`config.mk`:
```
export PLATFORM = sky130hd
export DESIGN_NAME = puf_eval_ctrl
export DESIGN_NICKNAME = d
export VERILOG_FILES = /design/src/rtl/puf_pkg.sv /design/src/rtl/puf_lfsr.sv /design/src/rtl/puf_eval_ctrl.sv
export SDC_FILE = /design/constraint.sdc
export NUM_CORES = 1
export LEC_CHECK = 0
export ABC_AREA = 1
export CAP_MARGIN = 20
export CORE_MARGIN = 2
export CORE_UTILIZATION = 50
export DETAILED_ROUTE_END_ITERATION = 16
export PLACE_DENSITY = 0.81
export SLEW_MARGIN = 20
export SYNTH_ARGS = -nofsm -noshare
export SYNTH_HDL_FRONTEND = slang
export SYNTH_SLANG_ARGS = --single-unit
```
`constraint.sdc`:
```
create_clock -name iclk -period 1.6 [get_ports iclk]
set_input_delay 0.48 -clock iclk [delete_from_list [all_inputs] [get_ports iclk]]
set_output_delay 0.48 -clock iclk [all_outputs]
set_load 0.03 [all_outputs]
```
`src/rtl/puf_pkg.sv`:
```
// rtl/puf_pkg.sv - shared FSM states, LFSR tap masks and parameter checks for the PUF evaluator
package puf_pkg;

  typedef enum logic [2:0] {
    ST_IDLE,
    ST_LOAD,
    ST_LAUNCH,
    ST_RECOVER,
    ST_VOTE,
    ST_DONE
  } puf_state_e;

  function automatic logic [63:0] lfsr_taps(input int len);
    case (len)
      8:       return 64'h0000_0000_0000_00B8;
      16:      return 64'h0000_0000_0000_B400;
      32:      return 64'h0000_0000_8020_0003;
      64:      return 64'hD800_0000_0000_0000;
      default: return 64'h0;
    endcase
  endfunction

  function automatic logic params_legal(input int len, input int rep, input int settle,
                                        input int recover);
    return (len == 8 || len == 16 || len == 32 || len == 64) &&
           (rep >= 1) && (rep % 2 == 1) && (settle >= 3) && (recover >= 1);
  endfunction

endpackage

```
`src/rtl/puf_lfsr.sv`:
```
// rtl/puf_lfsr.sv - Galois right-shift challenge LFSR with synchronous load and step
module puf_lfsr #(
  parameter int              W    = 32,
  parameter logic [W-1:0]    TAPS = '0
) (
  input  logic         clk_i,
  input  logic         rst_ni,
  input  logic         load_i,
  input  logic [W-1:0] seed_i,
  input  logic         step_i,
  output logic [W-1:0] state_o
);

  logic [W-1:0] state_q;

  always_ff @(posedge clk_i or negedge rst_ni) begin
    if (!rst_ni) begin
      state_q <= '0;
    end else if (load_i) begin
      state_q <= seed_i;
    end else if (step_i) begin
      state_q <= {1'b0, state_q[W-1:1]} ^ (state_q[0] ? TAPS : '0);
    end
  end

  assign state_o = state_q;

endmodule

```
`src/rtl/puf_eval_ctrl.sv`:
```
// rtl/puf_eval_ctrl.sv - arbiter-PUF launch/sample/vote controller
// Repeats each challenge C_REPEAT times, majority-votes the arbiter bit, packs votes into oresp.
module puf_eval_ctrl
  import puf_pkg::*;
#(
  parameter int C_LENGTH    = 32,
  parameter int C_RESP_BITS = 32,
  parameter int C_REPEAT    = 5,
  parameter int C_SETTLE    = 8,
  parameter int C_RECOVER   = 4
) (
  input  logic                             iclk,
  input  logic                             irst_n,
  input  logic                             istart,
  input  logic [C_LENGTH-1:0]              iseed,
  input  logic                             iarb,
  output logic                             opulse,
  output logic [C_LENGTH-1:0]              ochallenge,
  output logic                             obusy,
  output logic [C_RESP_BITS-1:0]           oresp,
  output logic                             ovalid,
  input  logic                             iready,
  output logic [$clog2(C_RESP_BITS+1)-1:0] ounstable_cnt
);

  localparam int IDX_W   = (C_RESP_BITS > 1) ? $clog2(C_RESP_BITS) : 1;
  localparam int REP_W   = $clog2(C_REPEAT + 1);
  localparam int CYC_MAX = (C_SETTLE > C_RECOVER) ? C_SETTLE : C_RECOVER;
  localparam int CYC_W   = $clog2(CYC_MAX + 1);
  localparam int UNS_W   = $clog2(C_RESP_BITS + 1);
  localparam logic [C_LENGTH-1:0] TAPS = C_LENGTH'(lfsr_taps(C_LENGTH));

  if (!params_legal(C_LENGTH, C_REPEAT, C_SETTLE, C_RECOVER)) begin : g_bad_params
    $error("puf_eval_ctrl: illegal parameter combination");
  end

  puf_state_e       state_q;
  logic [CYC_W-1:0] cyc_q;
  logic [REP_W-1:0] rep_q;
  logic [REP_W-1:0] ones_q;
  logic [IDX_W-1:0] bit_idx_q;
  logic             sync1_q, sync2_q;
  logic [C_LENGTH-1:0] seed_d;

  assign seed_d = (iseed == '0) ? C_LENGTH'(1) : iseed;

  puf_lfsr #(
    .W    (C_LENGTH),
    .TAPS (TAPS)
  ) u_lfsr (
    .clk_i   (iclk),
    .rst_ni  (irst_n),
    .load_i  (state_q == ST_LOAD),
    .seed_i  (seed_d),
    .step_i  (state_q == ST_VOTE),
    .state_o (ochallenge)
  );

  // opulse rises on the same edge the new challenge lands, so the chain never sees a change mid-pulse.
  always_ff @(posedge iclk or negedge irst_n) begin
    if (!irst_n) begin
      state_q       <= ST_IDLE;
      cyc_q         <= '0;
      rep_q         <= '0;
      ones_q        <= '0;
      bit_idx_q     <= '0;
      sync1_q       <= 1'b0;
      sync2_q       <= 1'b0;
      opulse        <= 1'b0;
      obusy         <= 1'b0;
      oresp         <= '0;
      ovalid        <= 1'b0;
      ounstable_cnt <= '0;
    end else begin
      sync1_q <= iarb;
      sync2_q <= sync1_q;
      case (state_q)
        ST_IDLE: begin
          if (istart && !ovalid) begin
            state_q       <= ST_LOAD;
            obusy         <= 1'b1;
            ounstable_cnt <= '0;
            ones_q        <= '0;
            rep_q         <= '0;
            bit_idx_q     <= '0;
            cyc_q         <= '0;
          end
        end
        ST_LOAD: begin
          state_q <= ST_LAUNCH;
          opulse  <= 1'b1;
          cyc_q   <= '0;
        end
        ST_LAUNCH: begin
          if (cyc_q == CYC_W'(C_SETTLE - 1)) begin
            opulse  <= 1'b0;
            ones_q  <= ones_q + REP_W'(sync2_q);
            rep_q   <= rep_q + REP_W'(1);
            cyc_q   <= '0;
            state_q <= ST_RECOVER;
          end else begin
            cyc_q <= cyc_q + CYC_W'(1);
          end
        end
        ST_RECOVER: begin
          if (cyc_q == CYC_W'(C_RECOVER - 1)) begin
            cyc_q <= '0;
            if (rep_q == REP_W'(C_REPEAT)) begin
              state_q <= ST_VOTE;
            end else begin
              state_q <= ST_LAUNCH;
              opulse  <= 1'b1;
            end
          end else begin
            cyc_q <= cyc_q + CYC_W'(1);
          end
        end
        ST_VOTE: begin
          oresp[bit_idx_q] <= (ones_q > REP_W'(C_REPEAT / 2));
          if (ones_q != '0 && ones_q != REP_W'(C_REPEAT) && ounstable_cnt != {UNS_W{1'b1}}) begin
            ounstable_cnt <= ounstable_cnt + UNS_W'(1);
          end
          ones_q <= '0;
          rep_q  <= '0;
          if (bit_idx_q == IDX_W'(C_RESP_BITS - 1)) begin
            state_q <= ST_DONE;
            ovalid  <= 1'b1;
            obusy   <= 1'b0;
          end else begin
            bit_idx_q <= bit_idx_q + IDX_W'(1);
            state_q   <= ST_LAUNCH;
            opulse    <= 1'b1;
          end
        end
        ST_DONE: begin
          if (iready) begin
            ovalid  <= 1'b0;
            state_q <= ST_IDLE;
          end
        end
        default: state_q <= ST_IDLE;
      endcase
    end
  end

endmodule

```
-- Yosys cells after proc, flatten, opt, wreduce, memory -nomap -nowiden
Index checks and enable logic that the tools add are counted.
- logic and storage cells: 103
- bits of input ports: 37
- memories: 0
- ROM bits: 0
- output and inout bits: 73
- register bits after elaboration: 93
- RAM bits: 0
- latch bits: 0
- multipliers: 0
- equality and inequality tests: 19
- div/mod/pow operators: 0
- reduce and logical (&&, ||, !) cells: 22
- shift-type cells: 0
- add/sub/neg operators: 5
- multiplexer cells: 40
- order comparisons: 3
- bitwise gates (word level): 1
- operators by type and width (kind ; count):
    $mux 32 ; 4
    $bwmux 32 ; 1
    $logic_not 32->1 ; 1
    $xor 31x32->32 ; 1
    $mux 3 ; 9
    $pmux 3 s3 ; 2
    $pmux 3 s6 ; 1
    $ne 2x2->1 const B ; 8
    $pmux 4 s4 ; 1
    $reduce_and 3->1 ; 5
    $mux 4 ; 3
    $mux 6 ; 2
    $pmux 6 s2 ; 1
    $mux 5 ; 2
    $pmux 5 s2 ; 1
    $eq 3x3->1 const B ; 3
    $mux 1 ; 9
    $reduce_bool 4->1 ; 2
    $add 6x1->6 const B ; 1
    $eq 3x2->1 const B ; 2
    $lt 5x6->1 const B ; 1
    $ne 6x6->1 const B ; 1
    $reduce_bool 2->1 ; 3
    $reduce_bool 3->1 ; 2
    other kinds (20) ; 24

-- Depth between registers and ports, before layout
Gate-level depths: netlist of the first run.
- depth after elaboration: 5
- depth in mapped cells: 9
- gate-level depth less buffers: 9

-- By module
From an unflattened synthesis of the first run, not the netlist that was laid out.
- cells, all modules: 621
- area, all modules: 4794.6 um2
- modules (own cells, without submodules) (module ; seq. area each (um2) ; area an instance (um2) ; instances ; cells each):
    puf_eval_ctrl ; 1526.5 ; 3339.5 ; 1 ; 435
    puf_lfsr ; 800.8 ; 1455.1 ; 1 ; 186

-- Worst setup path before layout of the first run
OpenSTA, ideal clock, no wires.
- path type: register -> register
- start: reg ounstable_cnt[0]
- end: reg ounstable_cnt[4]
- path buffers: 0
- slack: 80 ps
- setup time: 65 ps
- required time: 1535 ps
- cell stages (with the launch flop): 10
- period minus slack after synthesis: 1520 ps
- data arrival time: 1455 ps
- cells stage by stage: dfrtp_1 > ha_1 > nand2_1 > nor2_1 > nand3_1 > nand3_1 > nand2_2 > inv_1 > nand2_1 > nand2_1
- cells in the longest elaborated chain, start to end: 4
- elaborated cells on any way between the ends: 7
- classes of those cells: 1 x add/sub; 2 x eq/ne; 2 x mux; 2 x reduce/logical
- RTL lines (item ; line ; RTL):
    from (decl) ; puf_eval_ctrl.sv:23 ; output logic [$clog2(C_RESP_BITS+1)-1:0] ounstable_cnt
    from (signal assigned) ; puf_eval_ctrl.sv:121 ; ounstable_cnt <= ounstable_cnt + UNS_W'(1);
    branches (longest 4 deep; another with $add 6x1->6) ; - ;
Parallel ways; which one is timed is not known. The select of a mux whose other input is x is not followed.
A chain may end at the register's enable or synchronous reset.

-- Worst setup path after layout of the first run
- start: reg u_lfsr.state_q[20] (netlist: u_lfsr.state_o[20])
- end: out ochallenge[20]
- RTL lines (item ; line ; RTL):
    from (decl) ; puf_lfsr.sv:14 ; logic [W-1:0] state_q;
    from (signal assigned) ; puf_lfsr.sv:20 ; state_q <= seed_i;
    from (signal assigned) ; puf_lfsr.sv:22 ; state_q <= {1'b0, state_q[W-1:1]} ^ (state_q[0] ? TAPS : '0);
    to (decl) ; puf_eval_ctrl.sv:18 ; output logic [C_LENGTH-1:0] ochallenge,
No word-level cell between the ends.

==> results.md, run 1 <==
- Status: complete, no violations
- Ys Warns: 0
- Primary FF master, synth: dfrtp_1
- GPL Wtd Cong: 0.845
- Via density: 5.31
- CP max FO: 3
- Type of origin of the critical path: register
- Slew HR: 67.0%
- Layout cells sized above 1: around 18%
- First drt pass iteration count: 5
- R2R depth: 5
- Post-route setup slack: 0.0277 ns
- Fin crit share: a little over nine tenths
- CP Capture Type: output port
- Gr usage total: 23.1%
- Post-synth ARST share: 100%
- Seq cells post-synth: 93
- # rows: 34
- Register area: 2330 um2
- Area growth syn-to-layout: 30.3%
- CTS tree: done
- Fin crit period: 1.57 ns
- Pre-CTS WS: -0.113 ns
- CP Class: register to output port
- RSZ-0062 raised after global routing: yes
- Fmax: ~0.64 GHz
- Final Hold Fails: 0
- Worst flop-to-flop path startpoint: state_q[1]
- Via Count: 4093
- Clock buffer count from CTS: 9
- Wire per inst: 14.5 um
- Clk sink count: 93
- Filler cell count: 728
- Detail Route Antenna Nets: 0
- Peak supply drop: approximately 420 uV
- Pin count of the biggest net entering global routing: 94
- Reg-to-reg setup timing slack: 0.07 ns
- Area contributors post-synth: dfrtp_1 52%, nand2_1 8.0%, nor2_1 7.9%
- Critical path's slowest cell: clkdlybuf4s15_1
- Max incr delay on CP: 0.38 ns
- Core Area: 8720 um2
- CP arrival: 1.09 ns
- DPL Wire Length: 8.06 mm
- EDFF count, synth: 0
- Sequential element share of the synthesized area: 51.7%
- Critical Path RT: 1.12 ns
- Total power: 4290 uW
- Synthesized cell area: 4510 um2
- Die Ht: 98.9 um
- Slew Limit Fails: 0
- Mapped Cells: 533
- Initial antenna violation count: 0
- Drt total wl: between 10 and 15 mm
- Final-report setup violation count: 0
- CTS Hold Bufs: 0
- Initial drt markers: about 190
- Die Wd: 98.9 um
- Vias in the first global route: 3955
- Max-cap violations: 0
- Synth Area per Inst: 8.45 um2
- Largest delay share family, worst path: buffers and inverters
- First-pass GRT wire length: about 19 mm
- Pwr dens: between 700 and 800 nW/um2
- CP Cell Sequence: clkdlybuf4s15_1
- Diode count: 0
- R2r endpoint: u_lfsr.state_o[11]
- I/O pins: 110
- HP Class: input port to asynchronous set/reset pin
- Area of the multi-input gates: 1970 um2
- # H-tree levels: 3
- Clock slew at reported path FFs: 0.08 ns
- Net count, final: between 700 and 800
- Syn_nets: 581
- Port buffer count: approximately 110
- Number of distinct library cells after synthesis: 34
- Yosys top cell area share: ~52%
- Least-Margin Pin Slew: about 0.50 ns
- Root buf cell: clkbuf_8
- GRT overflow: 0
- Clk Latency, worst-skew pair: between 0.3 and 0.4 ns
- Die Area: ~9800 um2
- Critical path buffers and inverters: 1
- Maximum clock path buffer count: 2
- Pleak: between 0.002 and 0.003 uW
- Final Skew: 0.00532 ns
- Yosys top cell by area: dfrtp_1
- Starting density of the core: 51.7%
- Residual DRC count: 0
==> worst max path at each step <==
stage	startpoint	to	slack (ns)	depth (start not counted)
after floorplan	ounstable_cnt[0]	ounstable_cnt[4]	0.08	9
after global placement	istart	ones_q[2]	-0.07	8
after detailed placement	istart	ones_q[2]	-0.11	8
after CTS	oresp[20]	oresp[20]	0.0004	1
after global routing	bit_idx_q[1]	opulse	-0.04	9
final	u_lfsr.state_o[20]	ochallenge[20]	0.03	1
==> per-layer routing <==
| metal | GRT usage (%) | up-vias | routed length [um] | part of all wire, % |
|---|---|---|---|---|
| li1 | - | 2008 | - | - |
| met2 | 37.8 | 129 | 5320 | 48 |
| met5 | 0 | - | 0 | 0 |
| met1 | 32.2 | 1947 | 5010 | 45 |
| met4 | 5.27 | 0 | 89 | 0.80 |
| met3 | 4.47 | 9 | 772 | 6.9 |
==> cells by family after synthesis <==
kind of cell / Yosys count / synth area share (%)
compound gates: 134 / 15.8
xor+xnor: 9 / 1.75
fa+ha+maj: 11 / 3.05
buf+inv: 57 / 5.30
flops: 93 / 51.7
mux: 1 / 0.222
simple gates: 228 / 22.2
==> synthesized netlist by cell type, types with 4 or more instances <==
cell type,count
inv_2,7
o21ai_0,42
nor2_4,4
nor3_4,4
clkbuf_1,6
ha_1,11
dfrtp_1,93
a21oi_1,69
xor2_1,7
nor2_1,95
nand2_1,96
buf_2,6
a31oi_1,17
nand3_1,17
inv_1,33
==> state kept, by name, indices dropped and copies added (netlist names) <==
register	cells
cyc_q	4
sync1_q	1
oresp	32
u_lfsr.state_o	32
ovalid	1
ones_q	3
bit_idx_q	5
obusy	1
state_q	3
rep_q	3
sync2_q	1
ounstable_cnt	6
opulse	1
==> worst reg2reg max path, stage by stage, from the launching register on <==
cell	delay, ns
dfrtp_1	0.44
nor2_2	0.17
nand2_4	0.14
buf_4	0.27
o21ai_0	0.28
a21oi_1	0.12
==> cell usage in the layout (no fill, tap or decap), drive strengths merged <==
master           n
inv             39
and2             1
a31oi           17
nand2           99
dfrtp           93
clkdlybuf4s50   35
nor2           101
xor2             7
a22oi            1
o21ai           43
nor3b            2
mux2i            1
nor3             6
clkinv           3
dlygate4sd2      2
buf             31
clkinvlp         1
clkdlybuf4s15   28
o22ai            2
ha              11
nand4            1
a21oi           70
xnor2            2
a22o             1
nand3           18
clkbuf          48
==> what timing repair did <==
item / CTS / global route
setup buffers: 0 / 3
gates resized for setup: 115 / 71
endpoints found under the setup margin: 68 / 70
pin swaps: 0 / 1
==> area by class of cell <==
class / count / share of cell area, %
clock inverter: 3 / 0.256
inverter: 40 / 2.62
clock buffer: 11 / 2.24
sequential: 93 / 39.7
timing repair buffer: 133 / 19.4
tap: 108 / 2.30
multi-input combinational: 383 / 33.6
==> where the power goes <==
| group | internal, uW | total [uW] | switching (uW) | leakage (uW) |
|---|---|---|---|---|
| clock | 542 | 1290 | 751 | 0.0000788 |
| sequential | 2420 | 2470 | 59.1 | 0.00115 |
| combinational | 217 | 522 | 305 | 0.00148 |
| total | 3170 | 4290 | 1110 | 0.00271 |
==> through the flow <==
stage	area, um2	instances	hold WS, ns	utilization (%)	setup TNS [ns]
3_3_place_gp	5850	754	0.336	67.1	-0.433
3_5_place_dp	5850	754	0.347	67.1	-0.716
6_report	5870	771	0.172	67.3	0
4_1_cts	5970	768	0.199	68.5	0
2_1_floorplan	4510	533	0.184	-	0
5_1_grt	5870	771	0.200	67.3	-0.0684
(Power assumes the default switching activity.)
==> run 2: changes to the inputs <==
--- a/config.mk
+++ b/config.mk
@@ -8,10 +8,11 @@
 export ABC_AREA = 1
 export CAP_MARGIN = 20
 export CORE_MARGIN = 2
-export CORE_UTILIZATION = 50
+export CORE_UTILIZATION = 51
 export DETAILED_ROUTE_END_ITERATION = 16
 export PLACE_DENSITY = 0.81
 export SLEW_MARGIN = 20
 export SYNTH_ARGS = -nofsm -noshare
 export SYNTH_HDL_FRONTEND = slang
+export SYNTH_HIERARCHICAL = 1
 export SYNTH_SLANG_ARGS = --single-unit
==> results.md, run 2 <==
- Fin crit share: 97.9%
- Core Area: 9200 um2
- Primary FF master, synth: dfrtp_1
- Worst flop-to-flop path startpoint: bit_idx_q[0]
- CP Cell Sequence: clkdlybuf4s15_1
- Residual DRC count: 0
- Peak supply drop: 941 uV
- Via density: a little over 5
- Die Ht: a little over 100 um
- Area contributors post-synth: dfrtp_1 49%, nand2_1 15%, nor2_1 7.3%
- Diode count: 0
- Synth Area per Inst: 7.72 um2
- Initial antenna violation count: 0
- # H-tree levels: 3
- CP max FO: 2
- Seq cells post-synth: 93
- GPL Wtd Cong: 0.916
- Final-report setup violation count: 0
- Clock buffer count from CTS: 9
- Commonest cells in the netlist: 192 x nand2_1, 93 x dfrtp_1, 93 x nor2_1
- Slew HR: 70.5%
- Initial drt markers: approximately 250
- Detail Route Antenna Nets: 0
- Post-route setup TNS: 0 ns
- Met3 wire len: 501 um
- Hold Startpoint: sync1_q
- Hold depth: 0
- Die Wd: 101 um
- Leading cell type in the layout, fill and taps excluded: nand2_1
- Starting density of the core: 52.1%
- Via Count: 4350
- Critical Path RT: 1.12 ns
- Top sig layer: met4
- Least-Margin Pin Slew: around 0.44 ns
- Final Cell Area: 6330 um2
- Yosys top cell by area: dfrtp_1
- R2R depth: 8
- Detailed-routed wire length on met2: roughly 6 mm
- Post-synth ARST share: 100%
- CTS tree: done
- Clock slew at reported path FFs: roughly 0.090 ns
- Final Hold Fails: 0
- RSZ-0062 raised after global routing: yes
- EDFF count, synth: 0
- GRT overflow: 0
- Number of distinct library cells after synthesis: 32
- Reg-to-reg setup timing slack: 0.10 ns
- Ys Warns: 6
- Max incr delay on CP: 0.38 ns
- HP Class: register to register
- Area growth syn-to-layout: 31.9%
- Wire per inst: 14.1 um
- Sequential element share of the synthesized area: roughly half
- Pre-CTS WS: -0.154 ns
- Largest delay share family, worst path: flip-flops
- Final Skew: 0.0125 ns
- Pwr dens: 1480 nW/um2
- Net count, final: around 780
- Port buffer count: about 110
- CP Capture Type: output port
- Max-cap violations: 0
- Worst Hold Endpoint: sync2_q
- Clk Latency, worst-skew pair: 0.36 ns
- Status: complete, no violations
- Root buf cell: clkbuf_8
- Synthesized cell area: 4790 um2
- # rows: 35
- Pin count of the biggest net entering global routing: 35
- Worst setup path start: u_lfsr/state_o[2]
- DPL Wire Length: 8.55 mm
- Critical path buffers and inverters: 1
- Pleak: about 0.0032 uW
- Vias in the first global route: between 4000 and 5000
- Fin crit period: 1.57 ns
- Post-route setup slack: between 0.03 and 0.04 ns
- Commonest non-fill, non-tap cells in the layout: 190 x nand2_1, 92 x dfrtp_1, 85 x nor2_1, 55 x nand3_1
- Yosys top cell area share: roughly 49%
- Layout cells sized above 1: ~22%
- Type of origin of the critical path: register
- Maximum clock path buffer count: 2
- Die Area: 10200 um2
- Drt total wl: 11.9 mm
- Wl on met1: between 5 and 6 mm
- CP arrival: 1.09 ns
- Slew Limit Fails: 0
- First drt pass iteration count: 4
- Most common cell in the netlist: nand2_1
- DP Area: 6100 um2
- CP Class: register to output port
- Mapped Cells: between 600 and 700
- Clk sink count: 93
- First-pass GRT wire length: between 15 and 20 mm
- R2r endpoint: opulse
- Syn_nets: 669
- I/O pins: 110
- Gr usage total: 23.9%
- Fmax: 0.639 GHz
- Critical path's slowest cell: dfrtp_1
==> run 2: report_power, final <==
part / internal [uW] / total [uW] / leakage [uW] / switching [uW]
logic: 1650 / 4210 / 0.00185 / 2560
registers: 2910 / 3380 / 0.00122 / 468
clock network: 889 / 1750 / 0.000114 / 857
total: 5450 / 9340 / 0.00318 / 3890
==> run 2: logic make-up (layout without fill, tap and decap cells) <==
group           Yosys count  count (layout)  synth area share, %
flops                    93              93                 48.5
compound gates           53              53                 6.05
xor+xnor                  8               8                 1.46
fa+ha+maj                11              11                 2.87
simple gates            368             369                 33.2
buf+inv                  88             199                 7.83
==> run 2: metal layers <==
metal  GRT usage [%]  up-vias
met5               0        -
met4            9.25        0
met3            3.40       21
met2            41.7      126
met1            30.0     2053
li1                -     2150
==> run 2: layout make-up <==
| type | count | area, um2 |
|---|---|---|
| Timing Repair Buffer | 142 | 1340 |
| Sequential cell | 93 | 2330 |
| Tap cell | 111 | 139 |
| Multi-Input combinational cell | 441 | 2140 |
| Clock buffer | 9 | 124 |
| Inverter | 41 | 159 |
| Clock inverter | 7 | 96.3 |
| Fill cell | 719 | 2870 |
==> run 2: worst max-delay path by stage <==
stage / end / cells after the start / slack [ns]
finish: ochallenge[2] / 1 / 0.03
global route: opulse / 9 / -0.04
CTS: oresp[26] / 1 / 0.0002
detailed placement: u_lfsr/state_o[0] / 10 / -0.15
global placement: u_lfsr/state_o[0] / 10 / -0.13
floorplan: opulse / 8 / 0.04
==> run 2: repair_timing <==
action | CTS | global route
hold buffers | 1 | 0
pin swaps | 0 | 1
cloned | 0 | 2
resized for setup | 150 | 52
setup endpoints to repair | 64 | 74
endpoints found under the hold margin | 16 | 0
buffers inserted | 0 | 1
==> run 2: per-stage QoR <==
stage	instances	hold slack [ns]	utilization (%)	power (uW)
final	844	0.363	68.8	9340
after global routing	844	0.373	68.8	9930
after CTS	841	0.364	69.2	9240
after detailed placement	824	0.346	66.3	7600
after global placement	824	0.342	66.3	7470
after floorplan	621	0.184	-	5830
==> run 3: changes to the inputs <==
--- a/config.mk
+++ b/config.mk
@@ -9,6 +9,7 @@
 export CAP_MARGIN = 20
 export CORE_MARGIN = 2
 export CORE_UTILIZATION = 51
+export CTS_CLUSTER_DIAMETER = 80
 export DETAILED_ROUTE_END_ITERATION = 16
 export PLACE_DENSITY = 0.81
 export SLEW_MARGIN = 20
==> results of run 3 <==
Final layout, timing and power as in run 2 (identical DEF).
